[src/rtl/arb_mux_reg.sv]
// CHANNELS-to-1 word multiplexer with an internal round-robin or fixed-priority
// arbiter feeding a single registered output stage (out_valid/out_data/out_sel).
module arb_mux_reg #(
  parameter int WIDTH    = 32,
  parameter int CHANNELS = 8,
  parameter int ARB_MODE = 0,
  localparam int SEL_W   = $clog2(CHANNELS)
) (
  input  logic                      clk,
  input  logic                      reset,
  input  logic [CHANNELS-1:0]       in_valid,
  input  logic [CHANNELS*WIDTH-1:0] in_data,
  output logic [CHANNELS-1:0]       in_ready,
  output logic                      out_valid,
  output logic [WIDTH-1:0]          out_data,
  output logic [SEL_W-1:0]          out_sel,
  input  logic                      out_ready,
  output logic [SEL_W-1:0]          dbg_ptr
);

  // Handshake: a word moves on channel i at a rising edge where in_valid[i] and
  // in_ready[i] are both high; the output word is consumed on an edge where
  // out_valid and out_ready are both high. in_ready never depends on in_data.

  logic [SEL_W-1:0]    ptr;
  logic [SEL_W-1:0]    gnt_idx;
  logic [SEL_W-1:0]    ptr_next;
  logic [SEL_W:0]      cand;
  logic                found;
  logic                load;
  logic [CHANNELS-1:0] gnt;
  logic [WIDTH-1:0]    gnt_data;

  assign load    = ~out_valid | out_ready;
  assign dbg_ptr = ptr;

  // Search CHANNELS candidates; in round-robin the start is ptr with an
  // explicit wrap so non-power-of-two channel counts never alias.
  always_comb begin
    found   = 1'b0;
    gnt_idx = '0;
    cand    = '0;
    for (int k = 0; k < CHANNELS; k++) begin
      if (ARB_MODE == 0) begin
        cand = {1'b0, ptr} + (SEL_W+1)'(k);
        if (cand >= (SEL_W+1)'(CHANNELS)) begin
          cand = cand - (SEL_W+1)'(CHANNELS);
        end
      end else begin
        cand = (SEL_W+1)'(k);
      end
      if (!found && in_valid[cand[SEL_W-1:0]]) begin
        found   = 1'b1;
        gnt_idx = cand[SEL_W-1:0];
      end
    end
  end

  always_comb begin
    gnt = '0;
    for (int i = 0; i < CHANNELS; i++) begin
      gnt[i] = found && (gnt_idx == SEL_W'(i));
    end
  end

  assign in_ready = (load && !reset) ? gnt : '0;
  assign gnt_data = in_data[gnt_idx*WIDTH +: WIDTH];
  assign ptr_next = (gnt_idx == SEL_W'(CHANNELS-1)) ? '0 : gnt_idx + SEL_W'(1);

  always_ff @(posedge clk or posedge reset) begin
    if (reset) begin
      out_valid <= 1'b0;
      out_data  <= '0;
      out_sel   <= '0;
      ptr       <= '0;
    end else if (load) begin
      if (found) begin
        out_valid <= 1'b1;
        out_data  <= gnt_data;
        out_sel   <= gnt_idx;
        if (ARB_MODE == 0) begin
          ptr <= ptr_next;
        end
      end else begin
        out_valid <= 1'b0;
      end
    end
  end

endmodule

[config.mk]
export PLATFORM = sky130hd
export DESIGN_NAME = arb_mux_reg
export DESIGN_NICKNAME = d
export VERILOG_FILES = /design/src/rtl/arb_mux_reg.sv
export SDC_FILE = /design/constraint.sdc
export NUM_CORES = 1
export LEC_CHECK = 0
export CORE_AREA = 2 2 121 123
export DETAILED_ROUTE_END_ITERATION = 10
export DIE_AREA = 0 0 123 125
export PLACE_DENSITY = 0.75
export RECOVER_POWER = 50
export SKIP_LAST_GASP = 1
export SLEW_MARGIN = 20
export SYNTH_ARGS = -nofsm -noshare
export SYNTH_HDL_FRONTEND = slang
export SYNTH_SLANG_ARGS = --single-unit
[constraint.sdc]
create_clock -name clk -period 5.59 [get_ports clk]
set_input_delay 1.118 -clock clk [delete_from_list [all_inputs] [get_ports clk]]
set_output_delay 1.118 -clock clk [all_outputs]
set_load 0.1 [all_outputs]
==> out/results.ini, run 1 <==
[run]
maxCapViolCount = 1

[clocking]
cts_resized = 0
hold_buffers = 0
cts_buffers = 5
cts_setup_buffers = 0
insertion_delay_ns = 0.28
htree_levels = 2
clkSlewWorstSetupHoldPaths_ns = 0.07
cts_sinks = 39
cts_buffer_depth = 2
cts_tree = done
root_buffer = clkbuf_16

[setup_path]
crit_chain = clkdlybuf4s50_1, mux2_2, a221o_1, o32ai_2, and3_1, nand3_2, a211oi_4, inv_1, ha_1, nand2_1, nor2_4, buf_12
cpPeakStageDelay_ns = 0.50
worstRegToRegCells = 13
cp_max_fo = 6
crit_slowest_cell = clkdlybuf4s50_1
crit_required_ns = 4.47
crit_type = in -> out
endpoint_kind = primary output
cp.arrival_ns = 4.15
worstSetupStartpointType = input port

[global_routing]
grtUsageTotal = 0.244
grt_pass1_vias = 5083
overflow = 0
grt_pass1_wl_mm = 28.3
grt_max_degree = 97
antenna_found_initial = 3

[placed_design]
placed_cells = 861
routabilityCongestion = 0.879
numPortBuffers = 313
hpwl_mm = 15.6

[sta]
skew_ns = 0.00614
finalCriticalPeriod_ns = 5.27
clock.fmax_ghz = 0.190
drv_slew = 40
max-slew-margin-rel = -0.0513
worstMarginPinSlew_ns = 1.58
timing.final.crit_share = 0.943
setup_viol = 0
rsz0062_at_grt = no
tns_ns = 0
hold_viol_final = 0

[yosys]
syn-instance-count = 391
synthFlopType = dfrtp_1
ys_ff_latch = 39
synth_area_sq_um = 4560
synth_area_leaders = dfrtp_1, mux4_2, mux2i_1, o22ai_2, a221o_1
synth_top_cell_by_area = dfrtp_1
synth.most_common_cell = mux2i_1
netlist_top_cells_count = mux2i_1, dfrtp_1, mux4_2
synth_seq_area_share = 0.214
synth-edff-count = 0
yosysTopAreaCellShare = 0.214
yosys_warnings = 0
avgSynthCellArea_sq_um = 11.7
synth_nets = 665
synth.distinct_cells = 54
synthArstFlopShare = 1.00

[routing]
avgViaCountPerCell = 5.39
drc = 0
drt-initial-drc-count = 263
drtPass1Iterations = 4
vias = 4695
wire_per_inst_um = 21.5
wl_mm = 18.8
drt.antenna.violating_nets = 0

[outcome]
status = finished with violations
violations = capacitance limit, slew limit

[min_path]
hold_path.class = reg -> reg
min_path_cells = 2

[floorplan]
start_util = 0.321
rows = 44
die_h_um = 125
core-area_sq_um = 14200
dieWidth_um = 123
dieArea_sq_um = 15400
pin_count = 314

[layout]
finalNetCount = 958
drive_gt1_frac = 0.197
post-route-util = 0.568
syn_to_final_growth_pct = 76.9
fin_cells = 871

==> flip-flops by register name, indices dropped and copies added (netlist names) <==
| signal | count |
|---|---|
| out_valid | 1 |
| dbg_ptr | 3 |
| out_data | 32 |
| out_sel | 3 |
==> layer usage <==
layer  GRT usage  wire length (um)  up-vias
met5           0                13        -
li1            -                 -     2188
met1       0.278              6950     2280
met3      0.0452              1060       37
met2       0.445              9990      188
met4      0.0969               745        2
==> placed cells by master, fill, tap and decap left out, types with 3 or more instances in the layout <==
cell	synthesis	final
nor2b_1	3	3
clkdlybuf4s50_1	0	281
mux2_4	3	3
nor2_4	0	5
dlygate4sd3_1	0	24
mux4_2	36	36
mux2_2	8	8
o221ai_1	3	3
nor2_1	15	8
inv_1	5	5
o21ai_0	8	8
inv_2	4	4
o22ai_2	30	30
nand3_1	6	6
ha_1	7	7
clkbuf_16	0	5
mux2i_1	79	79
buf_12	0	11
buf_4	4	7
nand2_1	25	25
dfrtp_1	39	37
o21ai_1	3	3
mux2_1	3	3
a221o_1	33	33
a21oi_1	4	4
==> stage by stage <==
stage | cell area, sq um | hold slack (ns) | worst slack, ns
finish | 8070 | 0.481 | 0.318
global route | 8070 | 0.494 | 0.174
detailed placement | 7920 | 0.472 | 0.353
CTS | 8060 | 0.488 | 0.339
floorplan | 4600 | 0.961 | 0.0215
global placement | 7920 | 0.465 | 0.427
==> cell families after synthesis <==
group / count (synthesis) / share of synthesized area
muxes: 132 / 0.403
AOI/OAI and AO/OA: 101 / 0.225
and+or+nand+nor: 64 / 0.0672
buffers and inverters: 46 / 0.0650
DFF: 39 / 0.214
adders and majority gates: 7 / 0.0192
xor gates and xnor gates: 2 / 0.00713
==> cell type report <==
type                            count  area [sq um]
Sequential cell                    39           978
Clock inverter                      2          12.5
Inverter                            9          33.8
Tap cell                          184           230
Antenna cell                        2          5.00
Timing Repair Buffer              323          3330
Multi-Input combinational cell    306          3350
Fill cell                        1233          6140
Clock buffer                        6           129
==> worst paths after layout <==
path | startpoint | to | slack, ns
worst max-delay path | in_valid[7] | in_ready[2] | 0.32
worst min-delay path | out_sel[0] | out_sel[0] | 0.48
worst max register to register | dbg_ptr[0] | out_data[31] | 1.11
worst min register to register | out_sel[0] | out_sel[0] | 0.48
max in group asynchronous | reset | dbg_ptr[1] | 2.76
min in group asynchronous | reset | dbg_ptr[2] | 1.78
==> worst max-delay path: cells and delay by family <==
| family | cells | cell delay, ns |
|---|---|---|
| and+or+nand+nor | 4 | 0.60 |
| adders and majority gates | 1 | 0.22 |
| AOI/OAI and AO/OA | 3 | 1.08 |
| muxes | 1 | 0.35 |
| buffers and inverters | 3 | 0.78 |
Power of run 1 is left out: the tool's default activity adds up to more than one toggle a clock period on the data nets, which glitch-free logic cannot reach.
==> run 2, diff against run 1 <==
--- a/config.mk
+++ b/config.mk
@@ -5,10 +5,11 @@
 export SDC_FILE = /design/constraint.sdc
 export NUM_CORES = 1
 export LEC_CHECK = 0
+export ABC_AREA = 1
 export CORE_AREA = 2 2 121 123
 export DETAILED_ROUTE_END_ITERATION = 10
 export DIE_AREA = 0 0 123 125
-export PLACE_DENSITY = 0.75
+export PLACE_DENSITY = 0.78
 export RECOVER_POWER = 50
 export SKIP_LAST_GASP = 1
 export SLEW_MARGIN = 20
==> out/results.ini, run 2 <==
[outcome]
status = finished with violations
violations = capacitance limit, slew limit

[sta]
finalCriticalPeriod_ns = 5.10
max-slew-margin-rel = -0.524
skew_ns = 0.00608
setup_viol = 0
clock.fmax_ghz = 0.196
timing.final.crit_share = 0.913
hold_ws_ns = 0.474
hold_viol_final = 0
rsz0062_at_grt = no
drv_slew = 40
worstMarginPinSlew_ns = 2.29

[setup_path]
crit_family = buffers and inverters
cpPeakStageDelay_ns = 0.62
cpMostUsedCell = inv_1
crit_required_ns = 4.47
endpoint_kind = primary output
crit_chain = inv_2, ha_1, inv_1, nand3_1, nand2_1, nor2_1, a31oi_1, inv_1, nor2_4, nand3_4, o21ai_4, buf_4, nor3b_2, buf_12
crit_slowest_cell = dfrtp_1
critPathBufInv = 5
crit_type = reg -> out
worstSetupStartpointType = flop
cp_max_fo = 21
cp.arrival_ns = 3.98

[yosys]
synth-simple-area-share = 0.646
synth.distinct_cells = 33
synth_fa_ha_area_frac = 0.0178
synth.most_common_cell = nand3_1
synth_area_sq_um = 4910
synth_seq_area_share = 0.199
synthFlopType = dfrtp_1
avgSynthCellArea_sq_um = 5.73
synth_xor_area_frac = 0.00713
synth_top_cell_by_area = nand3_1
synth-edff-count = 0
synthMuxAreaShare = 0
synthArstFlopShare = 1.00
yosys_warnings = 0
synth_nets = 1131
syn-instance-count = 857
synth_area_leaders = nand3_1, nand2_1, dfrtp_1, buf_2, buf_4
synth_top_family_by_area = simple AND/OR/NAND/NOR gates
ys_ff_latch = 39
netlist_top_cells_count = nand3_1, nand2_1, buf_2
synth_compound_area_frac = 0.0201
yosysTopAreaCellShare = 0.350

[clocking]
insertion_delay_ns = 0.28
cts_sinks = 39
cts_resized = 0
cts_setup_buffers = 0
cts_tree = done
cts_buffer_depth = 2
root_buffer = clkbuf_16
htree_levels = 2
clkSlewWorstSetupHoldPaths_ns = 0.06
hold_buffers = 0
cts_buffers = 5

[layout]
mostFrequentLayoutCell = nand3_1
syn_to_final_growth_pct = 68.3
most-common-layout-cells = nand3_1, nand2_1, clkdlybuf4s50_1
regMostFlops = out_data
finalNetCount = 1391
largest_reg_flops = 32
drive_gt1_frac = 0.0581

[placed_design]
routabilityCongestion = 0.966
hpwl_mm = 15.6
numPortBuffers = 313

[global_routing]
grt_max_degree = 88
antenna_found_initial = 1
grt_pass1_vias = 6258
grtUsageTotal = 0.261
grt_pass1_wl_mm = 32.1
overflow = 0

[run]
maxCapViolCount = 1

[routing]
drt-initial-drc-count = 366
wire_per_inst_um = 16.2
vias = 6751
drt.antenna.violating_nets = 0
drtPass1Iterations = 5
drc = 0
wl_mm = 21.1
avgViaCountPerCell = 5.18

[floorplan]
start_util = 0.346
core-area_sq_um = 14200
pin_count = 314
dieArea_sq_um = 15400
dieWidth_um = 123
die_h_um = 125
rows = 44

[min_path]
hold_path.class = reg -> reg

==> run 2: cell count changes in the layout (fill, tap and decap cells not counted), sizes merged, moves of 4 or more <==
cell	previous run	this run
mux4	38	0
nor3	0	6
a221o	33	0
inv	9	21
nand2	25	319
mux2i	80	0
buf	18	22
nand3	7	351
mux2	14	0
o221ai	4	0
o22ai	32	1
==> run 2: per-stage QoR <==
step | setup TNS, ns | area (sq um) | instances | util | setup WS [ns]
3_3_place_gp | 0 | 8100 | 1294 | 0.570 | 0.699
5_1_grt | 0 | 8270 | 1303 | 0.582 | 0.258
6_report | 0 | 8270 | 1303 | 0.582 | 0.488
2_1_floorplan | -1.46 | 4950 | 857 | - | -0.227
4_1_cts | 0 | 8270 | 1302 | 0.582 | 0.482
3_5_place_dp | 0 | 8100 | 1294 | 0.570 | 0.626
==> run 2: logic make-up after synthesis <==
group,after synthesis
xor gates and xnor gates,4
DFF,39
AOI/OAI and AO/OA,15
buffers and inverters,96
adders and majority gates,7
and+or+nand+nor,696
==> run 2: worst register-to-register path: stages (launching register included) <==
cell	delay, ns
dfrtp_1	0.62
inv_2	0.23
ha_1	0.48
inv_1	0.23
nand3_1	0.13
nand2_1	0.09
nor2_1	0.04
a31oi_1	0.21
inv_1	0.11
nor2_4	0.19
nand3_4	0.15
nand3_4	0.11
buf_4	0.38
buf_4	0.75
nand3_1	0.29
nand3_1	0.15
nand3_1	0.07
nand2_1	0.09
nand2_1	0.05
nand2_1	0.07
==> run 2: final timing paths <==
path / from / end / slack [ns] / cells after the start
worst max-delay path: dbg_ptr[0] / in_ready[3] / 0.49 / 14
worst min-delay path: out_sel[1] / out_sel[1] / 0.47 / 2
worst max register to register: dbg_ptr[0] / out_data[30] / 1.11 / 19
worst min register to register: out_sel[1] / out_sel[1] / 0.47 / 2
max in group asynchronous: reset / out_data[6] / 2.09 / 3
min in group asynchronous: reset / out_sel[0] / 2.20 / 3
==> run 2: area by class of cell <==
type                       count  area, sq um
sequential                    39          976
timing repair buffer         328         3320
fill                        1414         5940
clock inverter                 2         35.0
clock buffer                   6          139
multi-input combinational    722         3480
inverter                      21         78.8
tap                          184          230
antenna                        1         2.50
==> run 2: metal layers <==
layer	global-route usage	part of all wire	vias up
li1	-	-	3390
met1	0.312	0.39	3045
met2	0.466	0.50	286
met3	0.0561	0.087	30
met4	0.0762	0.021	0
met5	0	0	-
Power of run 2 is left out for the same reason.
==> run 3, diff against run 2 <==
--- a/config.mk
+++ b/config.mk
@@ -9,6 +9,7 @@
 export CORE_AREA = 2 2 121 123
 export DETAILED_ROUTE_END_ITERATION = 10
 export DIE_AREA = 0 0 123 125
+export GPL_ROUTABILITY_DRIVEN = 0
 export PLACE_DENSITY = 0.78
 export RECOVER_POWER = 50
 export SKIP_LAST_GASP = 1
==> out/results.ini, run 3 (synthesis results as in run 2) <==
[outcome]
status = finished with violations
violations = capacitance limit, slew limit

[sta]
max-slew-margin-rel = -0.492
finalCriticalPeriod_ns = 5.20
hold_viol_final = 0
worstMarginPinSlew_ns = 2.24
setup_viol = 0
clock.fmax_ghz = 0.192
hold_ws_ns = 0.472
drv_slew = 40
rsz0062_at_grt = no
skew_ns = 0.00182
timing.final.crit_share = 0.930

[setup_path]
crit_type = reg -> out
reg2reg_from = dbg_ptr[1]
worstRegToRegCells = 19
cp-endpoint = in_ready[5]
startpoint = dbg_ptr[1]
crit_required_ns = 4.47
endpoint_kind = primary output
worstSetupStartpointType = flop
cp.arrival_ns = 4.08
r2r_end = out_data[15]
cp_max_fo = 21
rrSetupSlack_ns = 1.09

[layout]
post-route-util = 0.581
most-common-layout-cells = nand3_1, nand2_1, clkdlybuf4s50_1
regMostFlops = out_data
finalNetCount = 1390
syn_to_final_growth_pct = 68.1
largest_reg_flops = 32
drive_gt1_frac = 0.0582
mostFrequentLayoutCell = nand3_1

[floorplan]
dieArea_sq_um = 15400
dieWidth_um = 123
core-area_sq_um = 14200
start_util = 0.346
die_h_um = 125
pin_count = 314
rows = 44

[routing]
wl_mm = 21.2
avgViaCountPerCell = 5.21
drt-initial-drc-count = 453
wire_per_inst_um = 16.3
drtPass1Iterations = 5
vias = 6788
drc = 0
drt.antenna.violating_nets = 0

[clocking]
root_buffer = clkbuf_16
hold_buffers = 0
cts_tree = done
insertion_delay_ns = 0.27
cts_buffer_depth = 2
clkSlewWorstSetupHoldPaths_ns = 0.06
cts_buffers = 5
cts_sinks = 39
htree_levels = 2

[placed_design]
hpwl_mm = 15.5
numPortBuffers = 313

[global_routing]
grt_pass1_wl_mm = 32.6
grt_max_degree = 88
grtUsageTotal = 0.264
overflow = 0
antenna_found_initial = 1
grt_pass1_vias = 6218

[min_path]
min_path_cells = 2
hold_path.class = reg -> reg

[run]
maxCapViolCount = 1

-- run 3: changes by cell type in the layout (fill, tap and decap cells not counted), sizes merged --
cell | before | now
buf | 22 | 21
clkbuf | 7 | 6
clkinv | 1 | 2
-- run 3: worst min-delay path by stage --
stage | startpoint | endpoint | slack (ns)
finish | out_data[31] | out_data[31] | 0.47
global route | out_data[28] | out_data[28] | 0.50
CTS | out_data[25] | out_data[25] | 0.48
detailed placement | out_data[25] | out_data[25] | 0.46
global placement | out_data[9] | out_data[9] | 0.46
floorplan | out_data[0] | out_data[0] | 0.98
-- run 3: timing repair --
action | CTS | global route
setup endpoints to repair | 0 | 1
buffers inserted | 0 | 0
endpoints found under the hold margin | 0 | 0
resized for setup | 0 | 1
-- run 3: routing by layer --
metal,wire [um],vias to the layer above,track usage
li1,-,3388,-
met1,8370,3080,0.327
met2,10400,287,0.459
met3,1900,33,0.0557
met4,565,0,0.0742
met5,0,-,0
-- run 3: worst max-delay path: stages (launching register included) --
cell     delay (ns)
dfrtp_1        0.61
inv_2          0.20
ha_1           0.44
inv_1          0.24
nand3_1        0.11
nand2_1        0.09
nand2_1        0.06
nand2_1        0.15
inv_1          0.07
nand3_1        0.14
nor2_1         0.06
nor2_1         0.12
nand3_1        0.16
o21ai_4        0.55
ha_1           0.26
inv_1          0.06
nor3_2         0.27
buf_12         0.21
-- run 3: through the flow --
step	worst slack (ns)	TNS, ns	instances	instance area (sq um)
global placement	0.600	0	1293	8090
CTS	0.352	0	1301	8260
global route	0.130	0	1302	8260
floorplan	-0.227	-1.46	857	4950
detailed placement	0.545	0	1293	8090
finish	0.391	0	1302	8260
-- run 3: area by class of cell --
class	count	area (sq um)
well taps	184	230
clock buffers	5	125
fillers	1446	5950
repair buffers	327	3310
flip-flops and latches	39	977
diodes	1	2.50
clock inverters	3	43.8
inverters	21	78.8
multi-input cells	722	3480
Power of run 3 is left out for the same reason.
